==> config.mk <==
export PLATFORM = sky130hd
export DESIGN_NAME = bavul_tahsilat
export DESIGN_NICKNAME = d
export VERILOG_FILES = /design/src/rtl/bavul_tahsilat_pkg.sv /design/src/rtl/bavul_tahsilat_para_cozucu.sv /design/src/rtl/bavul_tahsilat.sv
export SDC_FILE = /design/constraint.sdc
export NUM_CORES = 1
export LEC_CHECK = 0
export BUFFER_PORTS_ARGS = -buffer_cell sky130_fd_sc_hd__buf_2
export CAP_MARGIN = 40
export CORE_MARGIN = 2
export CORE_UTILIZATION = 62
export DETAILED_ROUTE_END_ITERATION = 8
export GPL_ROUTABILITY_DRIVEN = 1
export PLACE_DENSITY = 0.93
export SLEW_MARGIN = 20
export SYNTH_ARGS = -nofsm -noshare
export SYNTH_HDL_FRONTEND = slang
export SYNTH_SLANG_ARGS = --single-unit
==> constraint.sdc <==
create_clock -name i_saat -period 8.1 [get_ports i_saat]
set_clock_uncertainty 0.2 [all_clocks]
set_input_delay 1.215 -clock i_saat [delete_from_list [all_inputs] [get_ports i_saat]]
set_output_delay 1.215 -clock i_saat [all_outputs]
set_load 0.005 [all_outputs]
==> src/rtl/bavul_tahsilat_pkg.sv <==
// Shared types and constants for the baggage-fee collection block.
// Coin codes map to fixed unit values; the FSM has four states.
package bavul_tahsilat_pkg;

    typedef enum logic [1:0] {
        StBekle    = 2'd0,
        StTahsilat = 2'd1,
        StOnay     = 2'd2,
        StIade     = 2'd3
    } durum_t;

    localparam int unsigned ParaW = 9;
    localparam int unsigned KasaW = 16;

    localparam logic [ParaW-1:0] ParaDeger0 = 9'd1;
    localparam logic [ParaW-1:0] ParaDeger1 = 9'd5;
    localparam logic [ParaW-1:0] ParaDeger2 = 9'd10;
    localparam logic [ParaW-1:0] ParaDeger3 = 9'd20;

endpackage

==> src/rtl/bavul_tahsilat_para_cozucu.sv <==
// Coin decoder: 2-bit coin code to its 9-bit unit value.
module bavul_tahsilat_para_cozucu
    import bavul_tahsilat_pkg::*;
(
    input  logic [1:0]       i_para,
    output logic [ParaW-1:0] o_deger
);

    always_comb begin
        o_deger = ParaDeger0;
        unique case (i_para)
            2'd0:    o_deger = ParaDeger0;
            2'd1:    o_deger = ParaDeger1;
            2'd2:    o_deger = ParaDeger2;
            2'd3:    o_deger = ParaDeger3;
            default: o_deger = ParaDeger0;
        endcase
    end

endmodule

==> src/rtl/bavul_tahsilat.sv <==
// Baggage-fee collection: accepts a fee, gathers coins, confirms or refunds,
// and tracks paid passengers and the till total. All outputs are registered.
module bavul_tahsilat
    import bavul_tahsilat_pkg::*;
#(
    parameter int unsigned ZAMAN_ASIMI = 1000,
    parameter int unsigned MAKS_YOLCU  = 50
) (
    input  logic             i_saat,
    input  logic             i_reset,
    input  logic [7:0]       i_ucret,
    input  logic             i_ucret_gecerli,
    input  logic [1:0]       i_para,
    input  logic             i_para_gecerli,
    input  logic             i_iptal,
    output logic             o_hazir,
    output logic             o_odendi,
    output logic             o_iade,
    output logic [ParaW-1:0] o_para_ustu,
    output logic [ParaW-1:0] o_odenen,
    output logic [5:0]       o_yolcu_sayisi,
    output logic             o_ucak_dolu,
    output logic [KasaW-1:0] o_kasa
);

    localparam int unsigned ZW = (ZAMAN_ASIMI > 1) ? $clog2(ZAMAN_ASIMI) : 1;

    durum_t             r_durum, w_durum_d;
    logic [7:0]         r_ucret, w_ucret_d;
    logic [ParaW-1:0]   r_odenen, w_odenen_d;
    logic [ZW-1:0]      r_zaman, w_zaman_d;
    logic [ParaW-1:0]   r_para_ustu, w_para_ustu_d;
    logic               r_odendi, w_odendi_d;
    logic               r_iade, w_iade_d;
    logic               r_hazir, w_hazir_d;
    logic [5:0]         r_yolcu, w_yolcu_d;
    logic               r_dolu, w_dolu_d;
    logic [KasaW-1:0]   r_kasa, w_kasa_d;

    logic [ParaW-1:0]   w_para_deger;
    logic [ParaW-1:0]   w_odenen_n;
    logic [KasaW:0]     w_kasa_top;
    logic [KasaW-1:0]   w_kasa_doygun;
    logic [5:0]         w_yolcu_art;
    logic               w_zaman_doldu;

    bavul_tahsilat_para_cozucu u_para_cozucu (
        .i_para  (i_para),
        .o_deger (w_para_deger)
    );

    assign w_odenen_n    = i_para_gecerli ? (r_odenen + w_para_deger) : r_odenen;
    assign w_kasa_top    = {1'b0, r_kasa} + {{(KasaW - 7){1'b0}}, r_ucret};
    assign w_kasa_doygun = w_kasa_top[KasaW] ? {KasaW{1'b1}} : w_kasa_top[KasaW-1:0];
    assign w_yolcu_art   = r_yolcu + 6'd1;
    assign w_zaman_doldu = (r_zaman == ZW'(ZAMAN_ASIMI - 1));

    // Outputs are computed for the state being entered, so a transition and
    // its pulse appear together in the following cycle.
    always_comb begin
        w_durum_d     = r_durum;
        w_ucret_d     = r_ucret;
        w_odenen_d    = r_odenen;
        w_zaman_d     = r_zaman;
        w_para_ustu_d = '0;
        w_odendi_d    = 1'b0;
        w_iade_d      = 1'b0;
        w_yolcu_d     = r_yolcu;
        w_dolu_d      = r_dolu;
        w_kasa_d      = r_kasa;

        unique case (r_durum)
            StBekle: begin
                if (i_ucret_gecerli && !r_dolu) begin
                    w_ucret_d  = i_ucret;
                    w_odenen_d = '0;
                    w_zaman_d  = '0;
                    if (i_ucret == 8'd0) begin
                        w_durum_d  = StOnay;
                        w_odendi_d = 1'b1;
                        w_yolcu_d  = w_yolcu_art;
                        w_dolu_d   = r_dolu | (w_yolcu_art == 6'(MAKS_YOLCU));
                    end else begin
                        w_durum_d = StTahsilat;
                    end
                end
            end
            StTahsilat: begin
                w_odenen_d = w_odenen_n;
                if (i_para_gecerli) begin
                    w_zaman_d = '0;
                end
                if (i_iptal) begin
                    w_durum_d     = StIade;
                    w_iade_d      = 1'b1;
                    w_para_ustu_d = w_odenen_n;
                end else if (w_odenen_n >= {1'b0, r_ucret}) begin
                    w_durum_d     = StOnay;
                    w_odendi_d    = 1'b1;
                    w_para_ustu_d = w_odenen_n - {1'b0, r_ucret};
                    w_kasa_d      = w_kasa_doygun;
                    w_yolcu_d     = w_yolcu_art;
                    w_dolu_d      = r_dolu | (w_yolcu_art == 6'(MAKS_YOLCU));
                end else if (!i_para_gecerli && w_zaman_doldu) begin
                    w_durum_d     = StIade;
                    w_iade_d      = 1'b1;
                    w_para_ustu_d = r_odenen;
                end else if (!i_para_gecerli) begin
                    w_zaman_d = r_zaman + 1'b1;
                end
            end
            StOnay, StIade: begin
                w_durum_d  = StBekle;
                w_odenen_d = '0;
            end
            default: begin
                w_durum_d  = StBekle;
                w_odenen_d = '0;
            end
        endcase

        w_hazir_d = (w_durum_d == StBekle) && !w_dolu_d;
    end

    always_ff @(posedge i_saat) begin
        if (!i_reset) begin
            r_durum     <= StBekle;
            r_ucret     <= '0;
            r_odenen    <= '0;
            r_zaman     <= '0;
            r_para_ustu <= '0;
            r_odendi    <= 1'b0;
            r_iade      <= 1'b0;
            r_hazir     <= 1'b0;
            r_yolcu     <= '0;
            r_dolu      <= 1'b0;
            r_kasa      <= '0;
        end else begin
            r_durum     <= w_durum_d;
            r_ucret     <= w_ucret_d;
            r_odenen    <= w_odenen_d;
            r_zaman     <= w_zaman_d;
            r_para_ustu <= w_para_ustu_d;
            r_odendi    <= w_odendi_d;
            r_iade      <= w_iade_d;
            r_hazir     <= w_hazir_d;
            r_yolcu     <= w_yolcu_d;
            r_dolu      <= w_dolu_d;
            r_kasa      <= w_kasa_d;
        end
    end

    assign o_hazir        = r_hazir;
    assign o_odendi       = r_odendi;
    assign o_iade         = r_iade;
    assign o_para_ustu    = r_para_ustu;
    assign o_odenen       = r_odenen;
    assign o_yolcu_sayisi = r_yolcu;
    assign o_ucak_dolu    = r_dolu;
    assign o_kasa         = r_kasa;

endmodule
==> impl_metrics.csv <==
group,metric,value,unit
power_and_ir_drop,seqPwrFrac,41.0,%
setup_path,cp.required,8.18,ns
worst_hold_path,min_from,"r_ucret[1]",
logic_synthesis,ys_ff_latch,64,
route,drt_first_pass_iters,5,
cells_and_area,diodes,0,
grt,antenna_found_initial,0,
route,postRouteAntennaNets,0,
cells_and_area,areaGrowthSynthToFinish,13.2,%
setup_path,path_max_fanout,10,
cells_and_area,layoutNonFillerInstCount,638,
power_and_ir_drop,p_sw,0.000254,W
route,vias_per_cell,6.55,
logic_synthesis,synth_cell_types,57,
floorplanning,rows,29,
grt,grt_use_met3,5.70,%
worst_hold_path,hp-class,"flip-flop to flip-flop",
clock_tree,clock_latency,0.35,ns
logic_synthesis,synth_edf_count,0,
sta,hold_viol,0,
grt,grtUsageTotal,31.5,%
route,routed_wl,10.9,mm
logic_synthesis,avgSynthCellArea,7.97,um^2
logic_synthesis,synth-async-reset-ratio,0,%
power_and_ir_drop,pwr-share-clk,36.8,%
setup_path,cp.arrival,5.44,ns
setup_path,r2r_setup_slack,3.68,ns
sta,worst_slew_pin_slew,0.799,ns
route,post-route-drc-count,0,
run,cap_violations,0,
clock_tree,clkSlewWorstSetupHoldPaths,0.07,ns
clock_tree,cts-root-buf,"clkbuf_8",
setup_path,ff2ff_path_depth,14,
power_and_ir_drop,combPwrFrac,22.2,%
clock_tree,post_cts_resized,0,
sta,maxSlewHeadroom,46.2,%
floorplanning,fp.dieW,84.6,um
placed_design,gp_congestion,0.972,
sta,max_freq,187,MHz
sta,fin_crit,5.36,ns
power_and_ir_drop,swShare,30.6,%
route,vias,4177,
setup_path,crit_type,"primary input to flip-flop",
logic_synthesis,syn-num-nets,546,
route,avgRoutedWirePerCell,17.1,um
clock_tree,ctsHoldBuffers,0,
logic_synthesis,synthCells,506,
cells_and_area,fillCellCount,505,
clock_tree,clock-sinks,64,
setup_path,rr_startpoint,"o_odenen[1]",
clock_tree,clockBufferDepth,2,
placed_design,dp.cells,621,
power_and_ir_drop,p_leak,1.98,nW
power_and_ir_drop,intPower,0.000577,W
placed_design,dp_hpwl,7.75,mm
setup_path,cp-start-kind,"primary input",
floorplanning,initial_utilization,63.9,%
sta,setup_viol,0,
clock_tree,tritoncts,"yes",
floorplanning,die_area,7160,um^2
worst_hold_path,min_path_cells,2,
sta,drv_slew,0,
setup_path,reg2reg_to,"r_zaman[7]",
logic_synthesis,yosys_warnings,0,
grt,grt_pass1_wl,18.5,mm
cells_and_area,drive_above_1_share,15.3,%
grt,grt.busiest_layer,"met2",
grt,use_met1,38.9,%
clock_tree,cts_buffers,9,
grt,overflow,0,
floorplanning,io_pins,59,
cells_and_area,nets,596,
grt,met2_usage,52.3,%
sta,setup_tns,0,ns
grt,first_global_vias,4069,
clock_tree,cts-htree-levels,3,
status,status,"finished clean",
route,drt_first_iter_violations,486,
logic_synthesis,yosysSeqAreaShare,31.8,%
clock_tree,cts_setup_buffers,0,
logic_synthesis,synth_ff_type,"dfxtp_1",
floorplanning,die-height,84.6,um
setup_path,endpoint_kind,"flip-flop",
placed_design,io_buffer_count,58,
power_and_ir_drop,vdd_drop_max,0.120,mV
floorplanning,core_area,6310,um^2
grt,grt_max_degree,27,
logic_synthesis,netlist_area,4030,um^2
sta,rsz0062_at_grt,"false",
sta,fin_crit_sh,66.2,%
worst_hold_path,hold_end,"r_ucret[1]",
power_and_ir_drop,p_per_area,182,nW/um^2
[worst max-delay path by stage]
| stage | from | end | slack (ns) | depth (start not counted) |
|---|---|---|---|---|
| after global placement | i_para[1] | o_kasa[15] | 2.63 | 15 |
| after detailed placement | i_para[1] | o_kasa[15] | 2.31 | 15 |
| after global routing | i_para[1] | o_kasa[15] | 2.45 | 16 |
| final | i_para[1] | r_zaman[7] | 2.74 | 15 |
| after CTS | i_para[1] | o_kasa[15] | 2.64 | 15 |
| after floorplan | i_para[1] | r_zaman[7] | 3.41 | 14 |
[registers in the layout, summed over array words and instances, names as in the netlist]
signal,flops
o_kasa,16
r_zaman,10
o_odenen,9
o_para_ustu,9
r_ucret,8
o_yolcu_sayisi,6
r_durum,2
o_hazir,1
o_iade,1
o_odendi,1
o_ucak_dolu,1
[cells by family (layout without fill, tap and decap cells)]
kind of cell | after synthesis | count (layout) | share of synthesized area, %
adder cells (fa/ha/maj) | 25 | 25 | 8.13
buffers and inverters | 40 | 95 | 3.85
XOR/XNOR | 21 | 21 | 4.94
AO/OA/AOI/OAI | 152 | 152 | 25.0
multiplexers | 10 | 10 | 2.51
AND/OR/NAND/NOR | 194 | 194 | 23.8
flip-flops | 64 | 64 | 31.8
[worst max-delay path: stages]
cell,delay [ns]
buf_2,0.12
nor2b_1,0.55
xnor2_1,0.17
ha_1,0.28
a2111oi_4,0.48
nor2_1,0.12
xnor2_1,0.15
a21oi_1,0.24
ha_1,0.33
a21oi_1,0.17
o21ai_0,0.16
a211oi_1,0.53
nand2_1,0.23
or4_1,0.54
o21bai_1,0.15
[stage by stage]
step | util [%] | hold slack (ns) | total power (W) | setup slack (ns) | area [um^2]
final | 72.3 | 0.290 | 0.000831 | 2.74 | 4560
after global routing | 72.3 | 0.310 | 0.000864 | 2.45 | 4560
after CTS | 72.1 | 0.289 | 0.000823 | 2.64 | 4550
after detailed placement | 68.7 | 0.280 | 0.000523 | 2.31 | 4340
after global placement | 68.6 | 0.253 | 0.000513 | 2.63 | 4330
after floorplan | - | 0.239 | 0.000475 | 3.41 | 4030
[placed cells by master (no fill, tap or decap), types with 2 or more instances in the layout]
| master | n |
|---|---|
| dfxtp_1 | 64 |
| a21oi_1 | 42 |
| a22o_1 | 2 |
| clkbuf_1 | 3 |
| xor2_1 | 8 |
| ha_1 | 23 |
| mux2i_1 | 9 |
| nand2_1 | 52 |
| o31ai_1 | 7 |
| and4b_1 | 2 |
| a31oi_1 | 8 |
| nand3_1 | 23 |
| clkbuf_8 | 10 |
| a211oi_1 | 9 |
| or4_1 | 6 |
| a311oi_1 | 7 |
| buf_2 | 59 |
| nor2_1 | 37 |
| a41oi_1 | 2 |
| nor4_1 | 4 |
| o21ai_0 | 36 |
| inv_1 | 18 |
| o21bai_1 | 3 |
| nor3_1 | 22 |
| a21o_1 | 12 |
| fa_1 | 2 |
| and3_1 | 11 |
| o211ai_1 | 4 |
| and2_1 | 4 |
| nand4_1 | 7 |
| nand2b_1 | 12 |
| o211a_1 | 4 |
| xnor2_1 | 11 |
| or2_2 | 2 |
| nor2b_1 | 6 |
| bufinv_16 | 2 |
| o21a_1 | 5 |
[cell usage after synthesis, types with 3 or more instances]
library cell	count	area, um^2
and3_1	11	68.8
nor4_1	4	25.0
nor3_1	22	110
buf_2	4	20.0
o211ai_1	4	30.0
nor2_1	37	139
a311oi_1	7	61.3
a211oi_1	9	67.6
a21o_1	12	90.1
o21ai_0	36	180
nand2_1	52	195
nand2b_1	12	75.1
o21bai_1	3	22.5
clkbuf_1	15	56.3
nand4_1	7	43.8
dfxtp_1	64	1280
inv_1	18	67.6
mux2i_1	9	90.1
xor2_1	8	70.1
a31oi_1	8	50.1
o211a_1	4	40.0
or4_1	6	45.0
xnor2_1	11	96.3
ha_1	23	288
nand3_1	23	115
o31ai_1	7	52.6
o21a_1	5	37.5
nor2b_1	6	37.5
and2_1	4	25.0
a21oi_1	42	210
[power groups by stage]
| stage | Combinational (W) | Sequential, W | Clock [W] |
|---|---|---|---|
| 4_1_cts | 0.000179 | 0.000340 | 0.000304 |
| 2_1_floorplan | 0.000131 | 0.000344 | 0 |
| 5_1_grt | 0.000202 | 0.000342 | 0.000320 |
| 6_report | 0.000185 | 0.000340 | 0.000306 |
| 3_5_place_dp | 0.000176 | 0.000347 | 0 |
| 3_3_place_gp | 0.000167 | 0.000346 | 0 |
[per-layer routing]
metal | up-vias | share of wire (%)
met2 | 219 | 48
met1 | 1976 | 41
met5 | - | 0
met3 | 31 | 7.9
met4 | 0 | 2.9
li1 | 1951 | -
[area by class of cell]
| type | instances | area [um^2] | area share [%] |
|---|---|---|---|
| clock buffer | 13 | 149 | 3.26 |
| timing repair buffer | 60 | 307 | 6.72 |
| sequential | 64 | 1280 | 28.1 |
| multi-input combinational | 402 | 2590 | 56.9 |
| tap | 77 | 96.3 | 2.11 |
| clock inverter | 3 | 65.1 | 1.43 |
| inverter | 19 | 71.3 | 1.56 |
(Power assumes the default switching activity.)
